$ cat config.mk
export PLATFORM = sky130hd
export DESIGN_NAME = spi_wb_bridge
export DESIGN_NICKNAME = d
export VERILOG_FILES = /design/src/rtl/spi_wb_pkg.sv /design/src/rtl/sync2.sv /design/src/rtl/spi_wb_bridge.sv
export SDC_FILE = /design/constraint.sdc
export NUM_CORES = 1
export LEC_CHECK = 0
export CORE_MARGIN = 2
export CORE_UTILIZATION = 45
export CTS_CLUSTER_DIAMETER = 150
export CTS_CLUSTER_SIZE = 24
export DETAILED_ROUTE_END_ITERATION = 8
export PLACE_DENSITY = 0.8
export SYNTH_ARGS = -nofsm -noshare
export SYNTH_HDL_FRONTEND = slang
export SYNTH_SLANG_ARGS = --single-unit
$ cat constraint.sdc
create_clock -name clock_i -period 1.81 [get_ports clock_i]
set_input_delay 0.181 -clock clock_i [delete_from_list [all_inputs] [get_ports clock_i]]
set_output_delay 0.181 -clock clock_i [all_outputs]
set_load 0.02 [all_outputs]
$ cat src/rtl/spi_wb_pkg.sv
`default_nettype none
// ============================================================================
// Module   : spi_wb_pkg
// Purpose  : Shared types and constants for the SPI-to-Wishbone bridge:
//            protocol FSM states, command byte layout, overrun fill byte.
// Revision : 1.0  initial release
// ============================================================================
package spi_wb_pkg;

  // Frame decoder states: command, two address bytes, data, bus cycle
  typedef enum logic [2:0] {
    ST_CMD     = 3'd0,
    ST_ADDR_HI = 3'd1,
    ST_ADDR_LO = 3'd2,
    ST_DATA    = 3'd3,
    ST_BUS     = 3'd4
  } state_t;

  // Command byte layout: {rd, inc, addr[hi] field in [5:0]}
  localparam int unsigned c_cmd_rd      = 7;
  localparam int unsigned c_cmd_inc     = 6;
  localparam int unsigned c_cmd_ahi_msb = 5;

  // Read response substituted after the host overran a bus cycle
  localparam logic [7:0] c_overrun_fill = 8'hFF;

endpackage
`default_nettype wire

$ cat src/rtl/sync2.sv
`default_nettype none
// ============================================================================
// Module   : sync2
// Purpose  : Two-flop synchronizer for a single-bit level crossing into the
//            system clock domain; reset value selectable per instance.
// Revision : 1.0  initial release
// ============================================================================
module sync2 #(
  parameter logic RESET_VAL = 1'b0
) (
  input  logic clock_i,
  input  logic reset_ni,
  input  logic d_i,
  output logic q_o
);

  logic [1:0] r_sync;

  // Shift the asynchronous input through two flops to settle metastability
  always_ff @(posedge clock_i or negedge reset_ni) begin
    if (!reset_ni) begin
      r_sync <= {2{RESET_VAL}};
    end else begin
      r_sync <= {r_sync[0], d_i};
    end
  end

  assign q_o = r_sync[1];

endmodule
`default_nettype wire

$ cat src/rtl/spi_wb_bridge.sv
`default_nettype none
// ============================================================================
// Module   : spi_wb_bridge
// Purpose  : Decodes the command/address/data byte stream coming from the
//            SPI shift core and runs Wishbone classic cycles in the system
//            clock domain; read data is returned as the next MISO byte.
// Revision : 1.0  initial release
// ============================================================================
module spi_wb_bridge
  import spi_wb_pkg::*;
#(
  parameter int unsigned WB_ADDR_WIDTH = 17
) (
  input  logic                     clock_i,
  input  logic                     reset_ni,
  input  logic                     spi_cs_ni,
  input  logic [7:0]               spi_data_i,
  input  logic                     spi_cycle_i,
  output logic [7:0]               spi_data_o,
  output logic [WB_ADDR_WIDTH-1:0] wb_adr_o,
  output logic [7:0]               wb_dat_o,
  input  logic [7:0]               wb_dat_i,
  output logic                     wb_we_o,
  output logic                     wb_cyc_o,
  output logic                     wb_stb_o,
  input  logic                     wb_ack_i
);

  localparam int unsigned c_hi_w = WB_ADDR_WIDTH - 16;
  localparam logic [WB_ADDR_WIDTH-1:0] c_addr_one = {{(WB_ADDR_WIDTH-1){1'b0}}, 1'b1};

  // Synchronized SCK-domain controls
  logic w_cycle_s;
  logic w_cs_s;

  sync2 #(.RESET_VAL(1'b0)) u_sync_cycle (
    .clock_i  (clock_i),
    .reset_ni (reset_ni),
    .d_i      (spi_cycle_i),
    .q_o      (w_cycle_s)
  );

  sync2 #(.RESET_VAL(1'b1)) u_sync_cs (
    .clock_i  (clock_i),
    .reset_ni (reset_ni),
    .d_i      (spi_cs_ni),
    .q_o      (w_cs_s)
  );

  // Byte capture
  logic       r_cycle_d;
  logic       r_evt;
  logic [7:0] r_byte;
  logic       w_evt;
  logic       w_fsm_evt;

  // A byte is taken on the rising edge of the synchronized strobe; the data
  // bus has been stable for several clocks by then given the clock ratio.
  assign w_evt     = w_cycle_s & ~r_cycle_d & ~w_cs_s;
  assign w_fsm_evt = r_evt & ~w_cs_s;

  // Edge-detect the strobe and register the received byte with it
  always_ff @(posedge clock_i or negedge reset_ni) begin
    if (!reset_ni) begin
      r_cycle_d <= 1'b0;
      r_evt     <= 1'b0;
      r_byte    <= 8'h00;
    end else begin
      r_cycle_d <= w_cycle_s;
      r_evt     <= w_evt;
      if (w_evt) begin
        r_byte <= spi_data_i;
      end
    end
  end

  // High address bits carried by the command byte
  logic [c_hi_w-1:0] w_cmd_hi;

  generate
    if (c_hi_w <= c_cmd_ahi_msb + 1) begin : g_hi_narrow
      assign w_cmd_hi = r_byte[c_hi_w-1:0];
    end else begin : g_hi_wide
      assign w_cmd_hi = {{(c_hi_w - c_cmd_ahi_msb - 1){1'b0}}, r_byte[c_cmd_ahi_msb:0]};
    end
  endgenerate

  // FSM state and datapath registers
  state_t                   r_state, w_state_nxt;
  logic [WB_ADDR_WIDTH-1:0] r_addr, w_addr_nxt;
  logic                     r_rd, w_rd_nxt;
  logic                     r_inc, w_inc_nxt;
  logic                     r_overrun, w_ovr_nxt;
  logic                     r_cyc, w_cyc_nxt;
  logic                     r_we, w_we_nxt;
  logic [7:0]               r_wdat, w_wdat_nxt;
  logic [7:0]               r_miso, w_miso_nxt;

  // Register the decoder state together with every bus-facing output
  always_ff @(posedge clock_i or negedge reset_ni) begin
    if (!reset_ni) begin
      r_state   <= ST_CMD;
      r_addr    <= '0;
      r_rd      <= 1'b0;
      r_inc     <= 1'b0;
      r_overrun <= 1'b0;
      r_cyc     <= 1'b0;
      r_we      <= 1'b0;
      r_wdat    <= 8'h00;
      r_miso    <= 8'h00;
    end else begin
      r_state   <= w_state_nxt;
      r_addr    <= w_addr_nxt;
      r_rd      <= w_rd_nxt;
      r_inc     <= w_inc_nxt;
      r_overrun <= w_ovr_nxt;
      r_cyc     <= w_cyc_nxt;
      r_we      <= w_we_nxt;
      r_wdat    <= w_wdat_nxt;
      r_miso    <= w_miso_nxt;
    end
  end

  // Next-state and datapath decode for the frame protocol
  always_comb begin
    w_state_nxt = r_state;
    w_addr_nxt  = r_addr;
    w_rd_nxt    = r_rd;
    w_inc_nxt   = r_inc;
    w_ovr_nxt   = r_overrun;
    w_cyc_nxt   = r_cyc;
    w_we_nxt    = r_we;
    w_wdat_nxt  = r_wdat;
    w_miso_nxt  = r_miso;

    case (r_state)
      ST_CMD: begin
        if (w_fsm_evt) begin
          w_rd_nxt    = r_byte[c_cmd_rd];
          w_inc_nxt   = r_byte[c_cmd_inc];
          w_addr_nxt  = {w_cmd_hi, r_addr[15:0]};
          w_state_nxt = ST_ADDR_HI;
        end
      end
      ST_ADDR_HI: begin
        if (w_fsm_evt) begin
          w_addr_nxt[15:8] = r_byte;
          w_state_nxt      = ST_ADDR_LO;
        end
      end
      ST_ADDR_LO: begin
        if (w_fsm_evt) begin
          w_addr_nxt[7:0] = r_byte;
          if (r_rd) begin
            // Prefetch so the first data byte shifted out already has data
            w_cyc_nxt   = 1'b1;
            w_we_nxt    = 1'b0;
            w_state_nxt = ST_BUS;
          end else begin
            w_state_nxt = ST_DATA;
          end
        end
      end
      ST_DATA: begin
        if (w_fsm_evt) begin
          w_cyc_nxt = 1'b1;
          if (!r_rd) begin
            w_we_nxt   = 1'b1;
            w_wdat_nxt = r_byte;
          end
          w_state_nxt = ST_BUS;
        end
      end
      ST_BUS: begin
        // A byte landing mid-cycle is dropped; remember it for the response
        if (w_fsm_evt) begin
          w_ovr_nxt = 1'b1;
        end
        if (wb_ack_i) begin
          w_cyc_nxt = 1'b0;
          w_we_nxt  = 1'b0;
          if (r_rd) begin
            w_miso_nxt = (r_overrun || w_fsm_evt) ? c_overrun_fill : wb_dat_i;
          end
          if (r_inc) begin
            w_addr_nxt = r_addr + c_addr_one;
          end
          w_state_nxt = w_cs_s ? ST_CMD : ST_DATA;
        end
      end
      default: begin
        w_state_nxt = ST_CMD;
      end
    endcase

    // Deselect ends the frame, but an outstanding bus cycle must see its ack
    if (w_cs_s) begin
      w_ovr_nxt = 1'b0;
      if (r_state != ST_BUS) begin
        w_state_nxt = ST_CMD;
      end
    end
  end

  assign spi_data_o = r_miso;
  assign wb_adr_o   = r_addr;
  assign wb_dat_o   = r_wdat;
  assign wb_we_o    = r_we;
  assign wb_cyc_o   = r_cyc;
  assign wb_stb_o   = r_cyc;

endmodule
`default_nettype wire

==> results of run 1 <==
-- placed cells by master, fill, tap and decap left out, types with 4 or more instances in the layout --
cell	n
nand3_1	7
nor2_1	29
a22o_1	4
inv_1	4
clkbuf_8	5
buf_4	24
nand2_1	20
nand4_1	4
nor4_1	4
o31ai_1	4
dfrtp_1	51
o21ai_0	11
mux2_2	18
a21oi_1	26
clkdlybuf4s50_1	55
-- layer usage --
metal  part of all wire [%]  global-route usage [%]  vias to the layer above
met5                      0                       0                        -
met4                    1.6                   6.610                        0
met3                    4.8                   4.831                       13
met2                     47                   33.00                       59
met1                     46                   30.44                     1153
li1                       -                       -                     1092
-- final timing paths --
check / startpoint / to / slack (ps) / cells past startpoint
setup / recovery: r_state[2]$_DFF_PN0_ / wb_adr_o[13]$_DFFE_PN0P_ / 100 / 6
hold / removal: spi_cs_ni / u_sync_cs.r_sync[0]$_DFF_PN1_ / 270 / 1
setup reg to reg: r_state[2]$_DFF_PN0_ / wb_adr_o[13]$_DFFE_PN0P_ / 100 / 6
hold reg to reg: u_sync_cs.r_sync[0]$_DFF_PN1_ / u_sync_cs.r_sync[1]$_DFF_PN1_ / 360 / 0
max in group asynchronous: reset_ni / u_sync_cs.r_sync[1]$_DFF_PN1_ / 1120 / 3
min in group asynchronous: reset_ni / wb_dat_o[3]$_DFFE_PN0P_ / 380 / 3
-- state kept, by name, indices dropped and copies added (netlist names) --
register,count
wb_adr_o,17
r_byte,8
spi_data_o,8
wb_dat_o,8
r_state,3
u_sync_cs.r_sync,2
u_sync_cycle.r_sync,2
r_cycle_d,1
r_evt,1
r_inc,1
r_overrun,1
r_rd,1
wb_cyc_o,1
wb_we_o,1
-- critical path: stages (launching register included) --
cell	delay (ps)
dfrtp_2	430
buf_4	180
or3b_1	380
buf_4	190
nor3b_1	190
a22oi_1	90
o211ai_1	190
-- final cells by class --
type | instances | share of cell area (%)
Sequential cell | 55 | 38.59
Clock inverter | 2 | 1.049
Inverter | 4 | 0.4194
Clock buffer | 6 | 2.027
Timing Repair Buffer | 83 | 21.95
Multi-Input combinational cell | 183 | 33.45
Tap cell | 72 | 2.517
-- where the power goes --
part	internal [mW]	total [mW]	switching, mW
Sequential	1.34	1.50	0.157
Clock	0.413	0.823	0.409
Combinational	0.265	0.498	0.233
Total	2.02	2.82	0.800
-- repair_timing --
action                                  4_1_cts  5_1_grt
endpoints found under the hold margin        53        0
endpoints found under the setup margin        0        6
hold buffers                                  1        0
resized for setup                             0        6
buffers inserted                              0        2
-- metrics by stage --
| step | utilization [%] | area, µm² | hold WS (ps) | power, mW | setup WS, ps |
|---|---|---|---|---|---|
| global placement | 61.30 | 3417 | 199.6 | 1.991 | 115.5 |
| global route | 64.22 | 3580 | 254.0 | 2.956 | -7.119 |
| CTS | 63.46 | 3537 | 261.6 | 2.824 | 59.98 |
| finish | 64.22 | 3580 | 271.5 | 2.820 | 100.7 |
| detailed placement | 61.30 | 3417 | 203.7 | 2.007 | 70.16 |
| floorplan | - | 2625 | -114.6 | 1.729 | 5.314 |
-- cell families (layout without fill, tap and decap cells) --
group	count (synthesis)	count (layout)	share of synthesized area, %
compound gates	72	72	17.45
fa+ha+maj	1	1	0.4768
buf+inv	18	95	3.004
flops	55	55	52.55
mux	19	19	8.107
simple gates	91	91	18.41
==> key figures, run 1 <==
Placement
  • Number of port buffers: 56
  • Placed Cells: 394
  • Placer Congestion: 0.9408
  • Hpwl dp: 4658 µm

Worst setup path
  • Critical Path End Type: flip-flop
  • WP data required: 2050 ps
  • Crit path launch type: flip-flop
  • Max FO, Critical Path: 10
  • Critical path arrival: 1950 ps
  • Critical path class: flip-flop to flip-flop

Yosys
  • Area share of the largest cell type after synthesis: 50.55%
  • Post-synth EDFFs: 0
  • Most frequent cells after synthesis: dfrtp_1 (53), nor2_1 (29), a21oi_1 (26)
  • Async S/R FF share, synth: 100.0%
  • Yosys reg bits: between 50 and 60
  • Count leader, synth: dfrtp_1
  • Synth Cell Area: 0.002624 mm²
  • Post-synthesis cell count: 256
  • Area contributors post-synth: dfrtp_1 (51%), mux2_2 (7.7%), a21oi_1 (5.0%)
  • Syn_area_per_cell: between 10 and 15 µm²
  • Distinct cells, synth: 48
  • Synthesis Warnings: 0
  • Yosys top cell by area: dfrtp_1
  • Post-synthesis sequential area ratio: 52.55%
  • Main synth FF type: dfrtp_1
  • Syn nets: 278

CTS
  • CTS tree: yes
  • Max clock buf depth: 2
  • Clock Tree Root: clkbuf_8
  • Clk sinks: 55
  • TritonCTS buffer count: 5
  • H-tree depth: 2
  • Worst-path clk slew: 100 ps
  • Clock latency on the worst-skew pair: 310 ps

Pwr
  • Pwr Density: between 700 and 800 mW/mm²
  • Peak supply drop: approximately 0.00054 V
  • Leakage: 1.506 nW

Drt
  • DRT Pass-1 Iters: 4
  • Vias per cell: 5.721
  • Via count: 2317
  • Remaining DRCs: 0
  • Initial DRC count: 193
  • Detailed-route wire length: roughly 6600 µm
  • Post-detailed-route wirelength per cell: 16.21 µm
  • Remaining antenna violation count after routing: 0

Floorplanning
  • Die width: 80.36 µm
  • Starting density of the core: 47.07%
  • I/O pin count: 57
  • Die Footprint: 0.006458 mm²
  • Core area: 0.005574 mm²
  • Die height: 80.36 µm
  • FP Rows: 27

STA
  • Skew final: about 12 ps
  • Worst-Margin Slew: around 460 ps
  • Max-slew violation count: 0
  • Relative slew slack: slightly below 70%
  • Fin crit period: 1709 ps
  • Setup TNS: 0 ps
  • Max Fclk: 0.5851 GHz
  • Setup-failing EPs final: 0
  • Hold Fails Final Rpt: 0
  • Final period util: between 90 and 100%

Layout
  • Filler instances: 466
  • Antenna Cells: 0
  • Sequential cell area: 0.001381 mm²
  • Layout cells sized above 1: 20.42%
  • Fin cells: 405
  • Area delta synth->final: 36.43%
  • Fin nets: 354
  • Multi-input logic area: 0.001197 mm²

Status
  • Status: finished, final reports clean

GRT
  • Antenna violations before repair: 0
  • Global-route usage over all layers: a little over a fifth
  • Grt ovf: 0
  • Pin count of the biggest net entering global routing: 56
  • Vias in the first global route: 2185
  • First-pass GRT wire length: 10800 µm

Hold path
  • Worst Hold Class: primary input to flip-flop

Flow run
  • MaxCap Viol Count: 0
(Power assumes the default switching activity.)
==> inputs of run 2 (changes only) <==
--- a/config.mk
+++ b/config.mk
@@ -7,3 +7,3 @@
 export LEC_CHECK = 0
-export CORE_MARGIN = 2
+export CORE_MARGIN = 5
 export CORE_UTILIZATION = 45
==> constraint.sdc (replaced) <==
create_clock -name clock_i -period 1.81 [get_ports clock_i]
set_input_delay 0.2715 -clock clock_i [delete_from_list [all_inputs] [get_ports clock_i]]
set_output_delay 0.2715 -clock clock_i [all_outputs]
set_load 0.02 [all_outputs]
==> key figures, run 2 (synthesis results as in run 1) <==
Worst setup path
  • Crit path launch type: flip-flop
  • Critical path's top delay family: buffers and inverters
  • Stages on the worst setup path: 1 (-5)
  • Critical path arrival: 1450 ps (-500 ps)
  • Crit-path cells: clkdlybuf4s50_1
  • R2r setup slk: 110 ps (about the same)
  • Critical Path Sink: wb_adr_o[12]
  • Max FO, Critical Path: 8 (-2)
  • Peak per-stage delay on the critical path: 650 ps (+220 ps)
  • RR Startpoint: u_sync_cs.r_sync[1]$_DFF_PN1_
  • Crit Reg-Reg Endpoint: wb_dat_o[1]$_DFFE_PN0P_
  • FF-to-FF path depth: 4 (-2)
  • Worst path slowest cell: clkdlybuf4s50_1
  • Critical path class: flip-flop to output pin
  • WP data required: 1540 ps (-510 ps)
  • Critical Path Start: wb_adr_o[12]$_DFFE_PN0P_
  • Worst path bufs/invs: 1 (-1)
  • Critical Path End Type: output pin

Pwr
  • Sequential Power Share: 52.4% (-0.8 points)
  • Pint: 2.038 mW (+0.89%)
  • Sw Ratio: 28.11% (-0.26 points)
  • Leakage: 1.529 nW (+1.5%)
  • Peak supply drop: 0.0005768 V (+6.8%)
  • Combinational share of power: 18.8% (+1.1 points)
  • Final Power: 2.835 mW (+0.53%)
  • Part of the power in the clock network: 28.8% (-0.4 points)
  • Psw: 796.8 µW (-0.40%)
  • Pwr Density: 784.8 mW/mm² (-0.38%)

Drt
  • Remaining antenna violation count after routing: 0 (unchanged)
  • Vias per cell: 5.638 (-1.4%)
  • Detailed-route wire length: 6567 µm (about the same)
  • Initial DRC count: 200 (+3.6%)
  • Via count: 2306 (-0.47%)
  • DRT Pass-1 Iters: 4 (unchanged)
  • Remaining DRCs: 0 (unchanged)
  • Post-detailed-route wirelength per cell: 16.06 µm (-0.95%)

Hold path
  • Worst hold start: u_sync_cs.r_sync[0]$_DFF_PN1_
  • Hold Path Stages: 0 (-1)
  • Worst Hold Class: flip-flop to flip-flop

Layout
  • Max reg flops: 17 (unchanged)
  • Layout cells sized above 1: 21.07% (+0.65 points)
  • Area delta synth->final: 37.67%
  • Commonest non-fill, non-tap cell in the layout: clkdlybuf4s50_1
  • Filler instances: 451 (-3.2%)
  • Fin nets: 358 (+1.1%)
  • Fin cells: 409 (+0.99%)
  • Most frequent cells in the layout: clkdlybuf4s50_1 (55), dfrtp_1 (51), nor2_1 (29)
  • Antenna Cells: 0 (unchanged)

STA
  • Skew final: 7.979 ps (-4.193 ps)
  • Fin crit period: 1721 ps (+11.27 ps)
  • Worst-Margin Slew: 456.6 ps (-4.250 ps)
  • Post-route worst setup slack: 89.48 ps (-11.27 ps)
  • Unrepaired setup endpoints after global routing: no
  • Relative slew slack: 69.28% (+0.29 points)
  • Setup TNS: 0 ps (unchanged)
  • Max Fclk: 0.5812 GHz (-0.66%)
  • Final period util: 95.06% (+0.62 points)
  • WHS: 359.8 ps (+88.31 ps)
  • Setup-failing EPs final: 0 (unchanged)
  • Hold Fails Final Rpt: 0 (unchanged)
  • Max-slew violation count: 0 (unchanged)

CTS
  • Clk sinks: 55 (unchanged)
  • Max clock buf depth: 2 (unchanged)
  • H-tree depth: 2 (unchanged)
  • Setup Buffers After CTS: 0 (unchanged)
  • Clock latency on the worst-skew pair: 310 ps (about the same)
  • Clock Tree Root: clkbuf_8
  • Worst-path clk slew: 100 ps (about the same)
  • CTS tree: yes
  • TritonCTS buffer count: 5 (unchanged)

GRT
  • Antenna violations before repair: 0 (unchanged)
  • Global-route usage over all layers: 18.54% (-3.0 points)
  • First-pass GRT wire length: 11030 µm (+2.1%)
  • Pin count of the biggest net entering global routing: 56 (unchanged)
  • Vias in the first global route: 2196 (+0.50%)
  • Grt ovf: 0 (unchanged)

Placement
  • Hpwl dp: 4837 µm (+3.9%)
  • Placed Cells: 400 (+1.5%)
  • Placer Congestion: 0.9487 (+0.84%)
  • Worst slack at placement: 63.20 ps (-6.963 ps)
  • Number of port buffers: 56 (unchanged)

Floorplanning
  • Die Footprint: 0.007458 mm² (+15%)
  • FP Rows: 27 (unchanged)
  • Core area: 0.005574 mm² (unchanged)
  • Die width: 86.36 µm (+7.5%)
  • Die height: 86.36 µm (+7.5%)
  • I/O pin count: 57 (unchanged)
  • Starting density of the core: 47.07% (unchanged)

Status
  • Status: finished, final reports clean

Flow run
  • MaxCap Viol Count: 0 (unchanged)
run 2: through the flow:
step           instance area [µm²]  utilization (%)
6_report                      3612            64.80
5_1_grt                       3612            64.80
4_1_cts                       3595            64.49
3_5_place_dp                  3475            62.33
3_3_place_gp                  3475            62.33
2_1_floorplan                 2625                -
run 2: worst min path at each step:
stage / endpoint / slack [ps]
2_1_floorplan: r_byte[0]$_DFFE_PN0P_ / -20
3_3_place_gp: wb_dat_o[2]$_DFFE_PN0P_ / 290
3_5_place_dp: r_byte[2]$_DFFE_PN0P_ / 290
4_1_cts: u_sync_cs.r_sync[0]$_DFF_PN1_ / 350
5_1_grt: u_sync_cs.r_sync[0]$_DFF_PN1_ / 340
6_report: u_sync_cs.r_sync[1]$_DFF_PN1_ / 360
run 2: area by class of cell:
class / instances / area (µm²) / area share [%]
clock inverters: 2 / 37.54 / 1.039
clock buffers: 6 / 72.57 / 2.009
flip-flops and latches: 55 / 1381 / 38.24
repair buffers: 87 / 828.3 / 22.93
inverters: 4 / 15.01 / 0.4157
well taps: 72 / 90.09 / 2.494
multi-input cells: 183 / 1187 / 32.87
run 2: power by group through the flow:
stage | Clock, mW | Sequential, mW | Combinational (mW)
after floorplan | 0 | 1.53 | 0.195
after global placement | 0 | 1.50 | 0.516
after detailed placement | 0 | 1.50 | 0.533
after CTS | 0.829 | 1.48 | 0.534
after global routing | 0.879 | 1.51 | 0.581
final | 0.816 | 1.49 | 0.533
run 2: metal layers:
layer	vias up	global-route usage, %	part of all wire [%]
li1	1103	-	-
met1	1132	26.04	46
met2	65	29.00	48
met3	6	3.517	5.3
met4	0	5.807	1.2
met5	-	0	0
run 2: timing repair:
item                                    CTS  global route
hold endpoints to repair                 53             0
endpoints found under the setup margin    0             3
hold buffers                              1             0
resized for setup                         0             4
==> inputs of run 3 (changes only) <==
Settings changed: CAP_MARGIN set to 25.
==> results of run 3 <==
No change in the layout: final DEF, timing and power equal those of run 2.
